`src/rtl/dual_port_mem_arbiter_if.sv`:
```
// Bus bundle for dual_port_mem_arbiter: requester handshakes (A and B),
// memory port controls and read-data return. The "master" modport is the
// requester/memory side, "slave" is the arbiter itself.
interface dual_port_mem_arbiter_if #(
  parameter int WIDTH      = 8,
  parameter int ADDR_WIDTH = 5,
  parameter int NUM_BANK   = 4
);
  localparam int BANK_W = (NUM_BANK > 1) ? $clog2(NUM_BANK) : 1;

  logic                  i_req_valid_a;
  logic                  i_req_valid_b;
  logic                  o_req_ready_a;
  logic                  o_req_ready_b;
  logic                  i_req_we_a;
  logic                  i_req_we_b;
  logic [ADDR_WIDTH-1:0] i_req_addr_a;
  logic [ADDR_WIDTH-1:0] i_req_addr_b;
  logic [WIDTH-1:0]      i_req_wdata_a;
  logic [WIDTH-1:0]      i_req_wdata_b;

  logic                  o_mem_en_a;
  logic                  o_mem_en_b;
  logic                  o_mem_we_a;
  logic                  o_mem_we_b;
  logic [ADDR_WIDTH-1:0] o_mem_addr_a;
  logic [ADDR_WIDTH-1:0] o_mem_addr_b;
  logic [WIDTH-1:0]      o_mem_din_a;
  logic [WIDTH-1:0]      o_mem_din_b;
  logic [BANK_W-1:0]     o_mem_bank_a;
  logic [BANK_W-1:0]     o_mem_bank_b;
  logic [WIDTH-1:0]      i_mem_dout_a;
  logic [WIDTH-1:0]      i_mem_dout_b;

  logic                  o_rvalid_a;
  logic                  o_rvalid_b;
  logic [WIDTH-1:0]      o_rdata_a;
  logic [WIDTH-1:0]      o_rdata_b;
  logic                  o_idle;
  logic [15:0]           o_conflict_cnt;

  modport master (
    output i_req_valid_a, i_req_valid_b, i_req_we_a, i_req_we_b,
    output i_req_addr_a, i_req_addr_b, i_req_wdata_a, i_req_wdata_b,
    input  o_req_ready_a, o_req_ready_b,
    input  o_mem_en_a, o_mem_en_b, o_mem_we_a, o_mem_we_b,
    input  o_mem_addr_a, o_mem_addr_b, o_mem_din_a, o_mem_din_b,
    input  o_mem_bank_a, o_mem_bank_b,
    output i_mem_dout_a, i_mem_dout_b,
    input  o_rvalid_a, o_rvalid_b, o_rdata_a, o_rdata_b,
    input  o_idle, o_conflict_cnt
  );

  modport slave (
    input  i_req_valid_a, i_req_valid_b, i_req_we_a, i_req_we_b,
    input  i_req_addr_a, i_req_addr_b, i_req_wdata_a, i_req_wdata_b,
    output o_req_ready_a, o_req_ready_b,
    output o_mem_en_a, o_mem_en_b, o_mem_we_a, o_mem_we_b,
    output o_mem_addr_a, o_mem_addr_b, o_mem_din_a, o_mem_din_b,
    output o_mem_bank_a, o_mem_bank_b,
    input  i_mem_dout_a, i_mem_dout_b,
    output o_rvalid_a, o_rvalid_b, o_rdata_a, o_rdata_b,
    output o_idle, o_conflict_cnt
  );
endinterface

```
`src/rtl/dual_port_mem_arbiter.sv`:
```
// Request scheduler in front of a dual-port multi-bank memory.
// Two requesters (A, B) are granted combinationally; a same-address pair
// involving a write is resolved by a round-robin pointer that moves to the
// loser. Grants are issued to memory one cycle later on fixed ports, and
// reads come back with a valid strobe READ_LATENCY cycles after issue.
// Optional feature: define DPM_ARB_CONFLICT_CNT_EN to enable the saturating
// conflict counter; otherwise o_conflict_cnt is tied to zero.
module dual_port_mem_arbiter #(
  parameter int WIDTH        = 8,
  parameter int ADDR_WIDTH   = 5,
  parameter int NUM_BANK     = 4,
  parameter int READ_LATENCY = 2
) (
  input logic                   i_clk,
  input logic                   i_rst_n,
  dual_port_mem_arbiter_if.slave bus
);
  localparam int BANK_W = (NUM_BANK > 1) ? $clog2(NUM_BANK) : 1;

  logic                    conflict;
  logic                    grant_a;
  logic                    grant_b;
  logic                    prio_b;

  logic                    mem_en_a;
  logic                    mem_en_b;
  logic                    mem_we_a;
  logic                    mem_we_b;
  logic [ADDR_WIDTH-1:0]   mem_addr_a;
  logic [ADDR_WIDTH-1:0]   mem_addr_b;
  logic [WIDTH-1:0]        mem_din_a;
  logic [WIDTH-1:0]        mem_din_b;
  logic [BANK_W-1:0]       mem_bank_a;
  logic [BANK_W-1:0]       mem_bank_b;

  logic [READ_LATENCY-1:0] rd_pipe_a;
  logic [READ_LATENCY-1:0] rd_pipe_b;
  logic [READ_LATENCY:0]   rd_next_a;
  logic [READ_LATENCY:0]   rd_next_b;
  logic                    rvalid_a;
  logic                    rvalid_b;

  // Hazard detection and grant: reads to the same address coexist, anything
  // involving a write goes to the priority holder only. Nothing is granted
  // while reset is asserted.
  always_comb begin
    conflict = i_rst_n & bus.i_req_valid_a & bus.i_req_valid_b &
               (bus.i_req_addr_a == bus.i_req_addr_b) &
               (bus.i_req_we_a | bus.i_req_we_b);
    grant_a  = i_rst_n & bus.i_req_valid_a & (~conflict | ~prio_b);
    grant_b  = i_rst_n & bus.i_req_valid_b & (~conflict | prio_b);
  end

  assign bus.o_req_ready_a = grant_a;
  assign bus.o_req_ready_b = grant_b;

  // Round-robin pointer: on a conflict the loser becomes the next priority holder.
  always_ff @(posedge i_clk or negedge i_rst_n) begin
    if (!i_rst_n) begin
      prio_b <= 1'b0;
    end else if (conflict) begin
      prio_b <= ~prio_b;
    end
  end

  // Issue stage for port A: register the granted request; address and data hold when idle.
  always_ff @(posedge i_clk or negedge i_rst_n) begin
    if (!i_rst_n) begin
      mem_en_a   <= 1'b0;
      mem_we_a   <= 1'b0;
      mem_addr_a <= '0;
      mem_din_a  <= '0;
      mem_bank_a <= '0;
    end else begin
      mem_en_a <= grant_a;
      if (grant_a) begin
        mem_we_a   <= bus.i_req_we_a;
        mem_addr_a <= bus.i_req_addr_a;
        mem_din_a  <= bus.i_req_wdata_a;
        mem_bank_a <= bus.i_req_addr_a[ADDR_WIDTH-1 -: BANK_W];
      end
    end
  end

  // Issue stage for port B: same behaviour as port A on its own memory port.
  always_ff @(posedge i_clk or negedge i_rst_n) begin
    if (!i_rst_n) begin
      mem_en_b   <= 1'b0;
      mem_we_b   <= 1'b0;
      mem_addr_b <= '0;
      mem_din_b  <= '0;
      mem_bank_b <= '0;
    end else begin
      mem_en_b <= grant_b;
      if (grant_b) begin
        mem_we_b   <= bus.i_req_we_b;
        mem_addr_b <= bus.i_req_addr_b;
        mem_din_b  <= bus.i_req_wdata_b;
        mem_bank_b <= bus.i_req_addr_b[ADDR_WIDTH-1 -: BANK_W];
      end
    end
  end

  assign rd_next_a = {rd_pipe_a, mem_en_a & ~mem_we_a};
  assign rd_next_b = {rd_pipe_b, mem_en_b & ~mem_we_b};

  // Read tracking: each issued read travels READ_LATENCY stages to match memory latency.
  always_ff @(posedge i_clk or negedge i_rst_n) begin
    if (!i_rst_n) begin
      rd_pipe_a <= '0;
      rd_pipe_b <= '0;
    end else begin
      rd_pipe_a <= rd_next_a[READ_LATENCY-1:0];
      rd_pipe_b <= rd_next_b[READ_LATENCY-1:0];
    end
  end

  assign rvalid_a = rd_pipe_a[READ_LATENCY-1];
  assign rvalid_b = rd_pipe_b[READ_LATENCY-1];

  assign bus.o_mem_en_a   = mem_en_a;
  assign bus.o_mem_en_b   = mem_en_b;
  assign bus.o_mem_we_a   = mem_we_a;
  assign bus.o_mem_we_b   = mem_we_b;
  assign bus.o_mem_addr_a = mem_addr_a;
  assign bus.o_mem_addr_b = mem_addr_b;
  assign bus.o_mem_din_a  = mem_din_a;
  assign bus.o_mem_din_b  = mem_din_b;
  assign bus.o_mem_bank_a = mem_bank_a;
  assign bus.o_mem_bank_b = mem_bank_b;

  assign bus.o_rvalid_a = rvalid_a;
  assign bus.o_rvalid_b = rvalid_b;
  assign bus.o_rdata_a  = rvalid_a ? bus.i_mem_dout_a : '0;
  assign bus.o_rdata_b  = rvalid_b ? bus.i_mem_dout_b : '0;

  assign bus.o_idle = ~mem_en_a & ~mem_en_b & ~(|rd_pipe_a) & ~(|rd_pipe_b);

`ifdef DPM_ARB_CONFLICT_CNT_EN
  logic [15:0] conflict_cnt;

  // Conflict counter: one per conflict cycle, sticking at all-ones.
  always_ff @(posedge i_clk or negedge i_rst_n) begin
    if (!i_rst_n) begin
      conflict_cnt <= 16'h0000;
    end else if (conflict && (conflict_cnt != 16'hFFFF)) begin
      conflict_cnt <= conflict_cnt + 16'd1;
    end
  end

  assign bus.o_conflict_cnt = conflict_cnt;
`else
  assign bus.o_conflict_cnt = 16'h0000;
`endif

endmodule

```
`src/flat_wrapper.sv`:
```
// flat-port wrapper written by rule: the top's interface ports become plain ports
module dual_port_mem_arbiter_flat 
#(
  parameter int WIDTH        = 8,
  parameter int ADDR_WIDTH   = 5,
  parameter int NUM_BANK     = 4,
  parameter int READ_LATENCY = 2
)
  (i_clk, i_rst_n, bus_i_req_valid_a, bus_i_req_valid_b, bus_i_req_we_a, bus_i_req_we_b, bus_i_req_addr_a, bus_i_req_addr_b, bus_i_req_wdata_a, bus_i_req_wdata_b, bus_o_req_ready_a, bus_o_req_ready_b, bus_o_mem_en_a, bus_o_mem_en_b, bus_o_mem_we_a, bus_o_mem_we_b, bus_o_mem_addr_a, bus_o_mem_addr_b, bus_o_mem_din_a, bus_o_mem_din_b, bus_o_mem_bank_a, bus_o_mem_bank_b, bus_i_mem_dout_a, bus_i_mem_dout_b, bus_o_rvalid_a, bus_o_rvalid_b, bus_o_rdata_a, bus_o_rdata_b, bus_o_idle, bus_o_conflict_cnt);
  dual_port_mem_arbiter_if #(.WIDTH(WIDTH), .ADDR_WIDTH(ADDR_WIDTH), .NUM_BANK(NUM_BANK)) bus_i ();
  input logic i_clk;
  input logic i_rst_n;
  input wire logic [$bits(bus_i.i_req_valid_a)-1:0] bus_i_req_valid_a;
  input wire logic [$bits(bus_i.i_req_valid_b)-1:0] bus_i_req_valid_b;
  input wire logic [$bits(bus_i.i_req_we_a)-1:0] bus_i_req_we_a;
  input wire logic [$bits(bus_i.i_req_we_b)-1:0] bus_i_req_we_b;
  input wire logic [$bits(bus_i.i_req_addr_a)-1:0] bus_i_req_addr_a;
  input wire logic [$bits(bus_i.i_req_addr_b)-1:0] bus_i_req_addr_b;
  input wire logic [$bits(bus_i.i_req_wdata_a)-1:0] bus_i_req_wdata_a;
  input wire logic [$bits(bus_i.i_req_wdata_b)-1:0] bus_i_req_wdata_b;
  output wire logic [$bits(bus_i.o_req_ready_a)-1:0] bus_o_req_ready_a;
  output wire logic [$bits(bus_i.o_req_ready_b)-1:0] bus_o_req_ready_b;
  output wire logic [$bits(bus_i.o_mem_en_a)-1:0] bus_o_mem_en_a;
  output wire logic [$bits(bus_i.o_mem_en_b)-1:0] bus_o_mem_en_b;
  output wire logic [$bits(bus_i.o_mem_we_a)-1:0] bus_o_mem_we_a;
  output wire logic [$bits(bus_i.o_mem_we_b)-1:0] bus_o_mem_we_b;
  output wire logic [$bits(bus_i.o_mem_addr_a)-1:0] bus_o_mem_addr_a;
  output wire logic [$bits(bus_i.o_mem_addr_b)-1:0] bus_o_mem_addr_b;
  output wire logic [$bits(bus_i.o_mem_din_a)-1:0] bus_o_mem_din_a;
  output wire logic [$bits(bus_i.o_mem_din_b)-1:0] bus_o_mem_din_b;
  output wire logic [$bits(bus_i.o_mem_bank_a)-1:0] bus_o_mem_bank_a;
  output wire logic [$bits(bus_i.o_mem_bank_b)-1:0] bus_o_mem_bank_b;
  input wire logic [$bits(bus_i.i_mem_dout_a)-1:0] bus_i_mem_dout_a;
  input wire logic [$bits(bus_i.i_mem_dout_b)-1:0] bus_i_mem_dout_b;
  output wire logic [$bits(bus_i.o_rvalid_a)-1:0] bus_o_rvalid_a;
  output wire logic [$bits(bus_i.o_rvalid_b)-1:0] bus_o_rvalid_b;
  output wire logic [$bits(bus_i.o_rdata_a)-1:0] bus_o_rdata_a;
  output wire logic [$bits(bus_i.o_rdata_b)-1:0] bus_o_rdata_b;
  output wire logic [$bits(bus_i.o_idle)-1:0] bus_o_idle;
  output wire logic [$bits(bus_i.o_conflict_cnt)-1:0] bus_o_conflict_cnt;
  assign bus_i.i_req_valid_a = bus_i_req_valid_a;
  assign bus_i.i_req_valid_b = bus_i_req_valid_b;
  assign bus_i.i_req_we_a = bus_i_req_we_a;
  assign bus_i.i_req_we_b = bus_i_req_we_b;
  assign bus_i.i_req_addr_a = bus_i_req_addr_a;
  assign bus_i.i_req_addr_b = bus_i_req_addr_b;
  assign bus_i.i_req_wdata_a = bus_i_req_wdata_a;
  assign bus_i.i_req_wdata_b = bus_i_req_wdata_b;
  assign bus_o_req_ready_a = bus_i.o_req_ready_a;
  assign bus_o_req_ready_b = bus_i.o_req_ready_b;
  assign bus_o_mem_en_a = bus_i.o_mem_en_a;
  assign bus_o_mem_en_b = bus_i.o_mem_en_b;
  assign bus_o_mem_we_a = bus_i.o_mem_we_a;
  assign bus_o_mem_we_b = bus_i.o_mem_we_b;
  assign bus_o_mem_addr_a = bus_i.o_mem_addr_a;
  assign bus_o_mem_addr_b = bus_i.o_mem_addr_b;
  assign bus_o_mem_din_a = bus_i.o_mem_din_a;
  assign bus_o_mem_din_b = bus_i.o_mem_din_b;
  assign bus_o_mem_bank_a = bus_i.o_mem_bank_a;
  assign bus_o_mem_bank_b = bus_i.o_mem_bank_b;
  assign bus_i.i_mem_dout_a = bus_i_mem_dout_a;
  assign bus_i.i_mem_dout_b = bus_i_mem_dout_b;
  assign bus_o_rvalid_a = bus_i.o_rvalid_a;
  assign bus_o_rvalid_b = bus_i.o_rvalid_b;
  assign bus_o_rdata_a = bus_i.o_rdata_a;
  assign bus_o_rdata_b = bus_i.o_rdata_b;
  assign bus_o_idle = bus_i.o_idle;
  assign bus_o_conflict_cnt = bus_i.o_conflict_cnt;
  dual_port_mem_arbiter #(.WIDTH(WIDTH), .ADDR_WIDTH(ADDR_WIDTH), .NUM_BANK(NUM_BANK), .READ_LATENCY(READ_LATENCY)) u_core (.i_clk(i_clk), .i_rst_n(i_rst_n), .bus(bus_i));
endmodule
```
`config.mk`:
```
export PLATFORM = sky130hd
export DESIGN_NAME = dual_port_mem_arbiter_flat
export DESIGN_NICKNAME = d
export VERILOG_FILES = /design/src/rtl/dual_port_mem_arbiter_if.sv /design/src/rtl/dual_port_mem_arbiter.sv /design/src/flat_wrapper.sv
export SDC_FILE = /design/constraint.sdc
export NUM_CORES = 1
export LEC_CHECK = 0
export CAP_MARGIN = 20
export CORE_UTILIZATION = 35
export DETAILED_ROUTE_END_ITERATION = 10
export GPL_ROUTABILITY_DRIVEN = 0
export GPL_TIMING_DRIVEN = 0
export PLACE_DENSITY = 0.91
export SYNTH_ARGS = -nofsm -noshare
export SYNTH_HDL_FRONTEND = slang
export SYNTH_SLANG_ARGS = --single-unit
```
`constraint.sdc`:
```
create_clock -name i_clk -period 3.25 [get_ports i_clk]
set_input_delay 0.975 -clock i_clk [delete_from_list [all_inputs] [get_ports i_clk]]
set_output_delay 0.975 -clock i_clk [all_outputs]
set_load 0.03 [all_outputs]
```
## After elaboration in Yosys (flattened, before gate mapping)

Index checks and enable logic that the tools add are counted.

- Memory bits (writable): 0
- Logic and storage cells: 41
- Memories: 0
- Bits of input ports: 48
- Register bits after elaboration: 39
- Bits in read-only memories: 0
- Bits in latches: 0

- Add/sub/neg operators: 0
- Magnitude comparators: 0
- Divide/modulo/power cells: 0
- Reduce and logical (&&, ||, !) cells: 2
- Shifts and indexed selects: 0
- Bitwise operators: 23
- Equality and inequality tests: 1
- Muxes and demuxes: 2
- $mul: 0

Operator list:

| cell | count |
|---|---|
| 2-to-1 mux 8 bit | 2 |
| AND 1 bit | 12 |
| NOT 1 bit | 8 |
| equality test 5 bit | 1 |
| OR reduction 2 bit | 2 |
| bitwise OR 1 bit | 3 |

## Longest topological paths before layout

- Word-level depth: 7
- Gate-level depth with buffers: 5
- Depth with buffers taken out: 4

## Least setup slack after synthesis

Ideal clock, no wire load.

- Path type: input port to output port
- Start: input port bus_i_req_addr_b[0]
- End: output port bus_o_req_ready_b
- Buffers on the path: 1
- Path slack: 0.295 ns
- Stages on the path: 5
- Arrival: 1.980 ns
- Cells stage by stage: xor2_1 > nor3_2 > a31o_2 > buf_6 > inv_1

- Cells in the longest elaborated chain, start to end: 6

RTL lines:

| element | line | text |
|---|---|---|
| from (decl) | flat_wrapper.sv:18 | `input wire logic [$bits(bus_i.i_req_addr_b)-1:0] bus_i_req_addr_b;` |
| equality test 5 bit | dual_port_mem_arbiter.sv:48 | `(bus.i_req_addr_a == bus.i_req_addr_b) &` |
| AND 1 bit | dual_port_mem_arbiter.sv:47 | `conflict = i_rst_n & bus.i_req_valid_a & bus.i_req_valid_b &` |
| AND 1 bit | dual_port_mem_arbiter.sv:48 |  |
| NOT 1 bit | dual_port_mem_arbiter.sv:51 | `grant_b = i_rst_n & bus.i_req_valid_b & (~conflict \| prio_b);` |
| bitwise OR 1 bit | dual_port_mem_arbiter.sv:51 |  |
| AND 1 bit | dual_port_mem_arbiter.sv:51 |  |
| to (decl) | flat_wrapper.sv:22 | `output wire logic [$bits(bus_i.o_req_ready_b)-1:0] bus_o_req_ready_b;` |

Every way passes these cells.

## Worst setup path in the final report

- Start: input port bus_i_mem_dout_b[6]
- End: output port bus_o_rdata_b[6]

- Cells in the longest elaborated chain, start to end: 1

RTL lines:

| element | line | text |
|---|---|---|
| from (decl) | flat_wrapper.sv:34 | `input wire logic [$bits(bus_i.i_mem_dout_b)-1:0] bus_i_mem_dout_b;` |
| 2-to-1 mux 8 bit | dual_port_mem_arbiter.sv:135 | `assign bus.o_rdata_b = rvalid_b ? bus.i_mem_dout_b : '0;` |
| to (decl) | flat_wrapper.sv:38 | `output wire logic [$bits(bus_i.o_rdata_b)-1:0] bus_o_rdata_b;` |

Every way passes these cells.

==> impl_metrics.toml <==
[final_layout]
mostFrequentLayoutCells = "clkdlybuf4s50_1, dfrtp_1, buf_4, and2_1, conb_1"
final_common_cell = "clkdlybuf4s50_1"
seq_area_um2 = 876
multi_input_area_um2 = 671
drive_gt1_share_pct = 24.4
nFillCells = 350
final_util_pct = 66.4
n_antenna_cell = 0
area_growth_pct = 77.6
nets = 301

[routing]
wl_per_cell_um = 13.4
dr.first_iter.drc_count = 62
antenna_left = 0
first_pass_iters = 7
wl_um = 4090
vias = 1331
routed_via_density = 4.35
remaining_drc_errors = 26

[run_status]
violations = "design-rule violations"
status = "finished with violations"

[yosys]
synth_area_um2 = 1660
ys_seq_elements = 35
synthDistinctLibCells = 20
synthCells = 123
synthSimpleGateAreaFrac_pct = 9.94
avgSynthCellArea_um2 = 13.5
yosys_warnings = 0
synth_top_family_by_area = "multiplexers"
synth_fa_ha_area_share_pct = 0
synth_mux_area_share_pct = 21.0
yosysSeqAreaShare_pct = 52.7
synthXorXnorAreaFrac_pct = 3.16
synth_compound_area_share_pct = 2.11

[timing]
final_hold_viol_count = 0
tns_ns = 0
fin_crit_sh_pct = 99.2
hold_ws_ns = 0.366
max_freq_mhz = 310
min_period_ns = 3.22
setup_viol_count_final = 0
clock_skew_ns = 0.00381
rsz0062_at_grt = "no"
slew_violations = 0

[clock_network]
cts_made_buffers = 5
cts.sinks = 35
h-tree-depth = 2
cts_hold_buf = 0
cts_buffer_depth = 2
cts.clk_slew.worst_paths_ns = 0.07
cts_tree = "yes"
cts-root-buf = "clkbuf_8"
insertion_delay_ns = 0.28

[grt]
antenna_found_initial = 0
met1_usage_pct = 20.0
grt_start_max_net_pins = 39
grt_pass1_vias = 1366
busiest_layer = "met2"
grtUsageTotal_pct = 17.5
gr-usage-met3_pct = 7.83
grt_use_met2_pct = 29.7
grt_pass1_wl_um = 6640
grt-ovfl-total = 0

[die]
die_y_um = 70.9
die-width_um = 70.9
coreArea_um2 = 4440
initial_core_util_pct = 37.4
die_area_um2 = 5030
rows = 24
num_io_pins = 119

[flow_run]
cap_violations = 0

[setup_path]
crit_chain = "clkdlybuf4s50_1 -> and2_1 -> clkdlybuf4s50_1"
max_stage_delay_ns = 0.67
r2r_end = "u_core.bus.o_mem_din_a[0]"
cp.required_ns = 2.27
cp-end-kind = "output port"
critPathMostFrequentCell = "clkdlybuf4s50_1"
rrSetupSlack_ns = 1.73
rr_worst_depth = 5
arrival_ns = 2.25
worstPathMaxFanout = 1
reg2reg_from = "u_core.prio_b"
crit_path_start_kind = "input port"
critPathKind = "in2out"
crit_path_top_delay_cell = "clkdlybuf4s50_1"

[power_and_ir_drop]
peakVddDrop_mv = 0.391
power_mw = 1.40
powerDensity_nw_per_um2 = 473
leakagePower_nw = 1.36

[hold_path]
whs_endpoint = "u_core.rd_pipe_b[1]"
min_path_type = "reg2reg"
worstHoldPathCells = 0
hp-start = "u_core.rd_pipe_b[0]"

[place]
port_buffers = 102
-- layout make-up --
type	count	share of cell area, %
Tap cell	52	2.20
Inverter	2	0.254
Clock buffer	8	3.39
Sequential cell	35	29.7
Buffer	21	5.60
Timing Repair Buffer	109	36.2
Multi-Input combinational cell	79	22.7
-- power by group --
group | internal (mW) | leakage [nW] | switching (mW)
Combinational | 0.259 | 0.888 | 0.267
Sequential | 0.496 | 0.422 | 0.0362
Clock | 0.193 | 0.0515 | 0.145
Total | 0.948 | 1.36 | 0.448
-- worst max path at each step --
stage / start / to / slack (ns)
2_1_floorplan: bus_i_req_addr_b[0] / bus_o_req_ready_b / 0.29
3_3_place_gp: i_rst_n / bus_o_req_ready_a / -1.95
3_5_place_dp: i_rst_n / bus_o_req_ready_a / -0.87
4_1_cts: bus_i_req_addr_a[1] / bus_o_req_ready_a / 0.005
5_1_grt: bus_i_mem_dout_b[6] / bus_o_rdata_b[6] / 0.0002
6_report: bus_i_mem_dout_b[6] / bus_o_rdata_b[6] / 0.03
-- cells by family after synthesis --
kind of cell	count (synthesis)
AND/OR/NAND/NOR	26
other	1
buffers and inverters	24
XOR/XNOR	6
flip-flops	35
multiplexers	28
AO/OA/AOI/OAI	3
-- synthesized netlist by cell type --
master / instances / area (um^2)
dfrtp_1: 35 / 876
mux2_2: 10 / 113
conb_1: 1 / 3.75
inv_1: 2 / 7.51
nor3_2: 2 / 20.0
mux2_1: 9 / 101
xor2_1: 5 / 43.8
a31o_2: 1 / 8.76
buf_4: 20 / 150
nor3_1: 1 / 5.00
xnor2_1: 1 / 8.76
a31oi_4: 1 / 21.3
o21ai_0: 1 / 5.00
buf_6: 2 / 22.5
nor2b_1: 2 / 12.5
nand2_1: 2 / 7.51
mux2_4: 9 / 135
nand4_1: 1 / 6.26
and2_1: 17 / 106
or4_1: 1 / 7.51
-- repair_timing --
item	CTS	global route
setup buffers	7	0
endpoints found under the setup margin	2	3
resized for setup	27	3
pin swaps	7	2
-- stage by stage --
stage / worst slack, ns / instances / area [um^2]
finish: 0.0260 / 306 / 2950
global route: 0.000223 / 306 / 2950
CTS: 0.00531 / 306 / 2950
detailed placement: -0.867 / 292 / 2800
global placement: -1.95 / 292 / 2800
floorplan: 0.295 / 138 / 1720
-- critical path: cells and delay by family --
| family | cells | cell delay, ns |
|---|---|---|
| buf+inv | 2 | 1.14 |
| simple gates | 1 | 0.14 |
-- flip-flops by register name (all words and copies together) (netlist names) --
register                 flops
u_core.rd_pipe_a             2
u_core.bus.o_mem_addr_b      3
u_core.bus.o_mem_addr_a      3
u_core.bus.o_mem_en_b        1
u_core.bus.o_mem_we_b        1
u_core.bus.o_mem_din_b       8
u_core.bus.o_mem_din_a       8
u_core.rd_pipe_b             2
u_core.bus.o_mem_we_a        1
u_core.bus.o_mem_bank_b      2
u_core.prio_b                1
u_core.bus.o_mem_en_a        1
u_core.bus.o_mem_bank_a      2
-- layer usage --
| metal | wire, um | vias to the layer above |
|---|---|---|
| li1 | - | 633 |
| met1 | 1530 | 611 |
| met2 | 1980 | 81 |
| met3 | 543 | 6 |
| met4 | 34 | 0 |
| met5 | 0 | - |
Note: power is estimated with default switching activity, not from simulation.
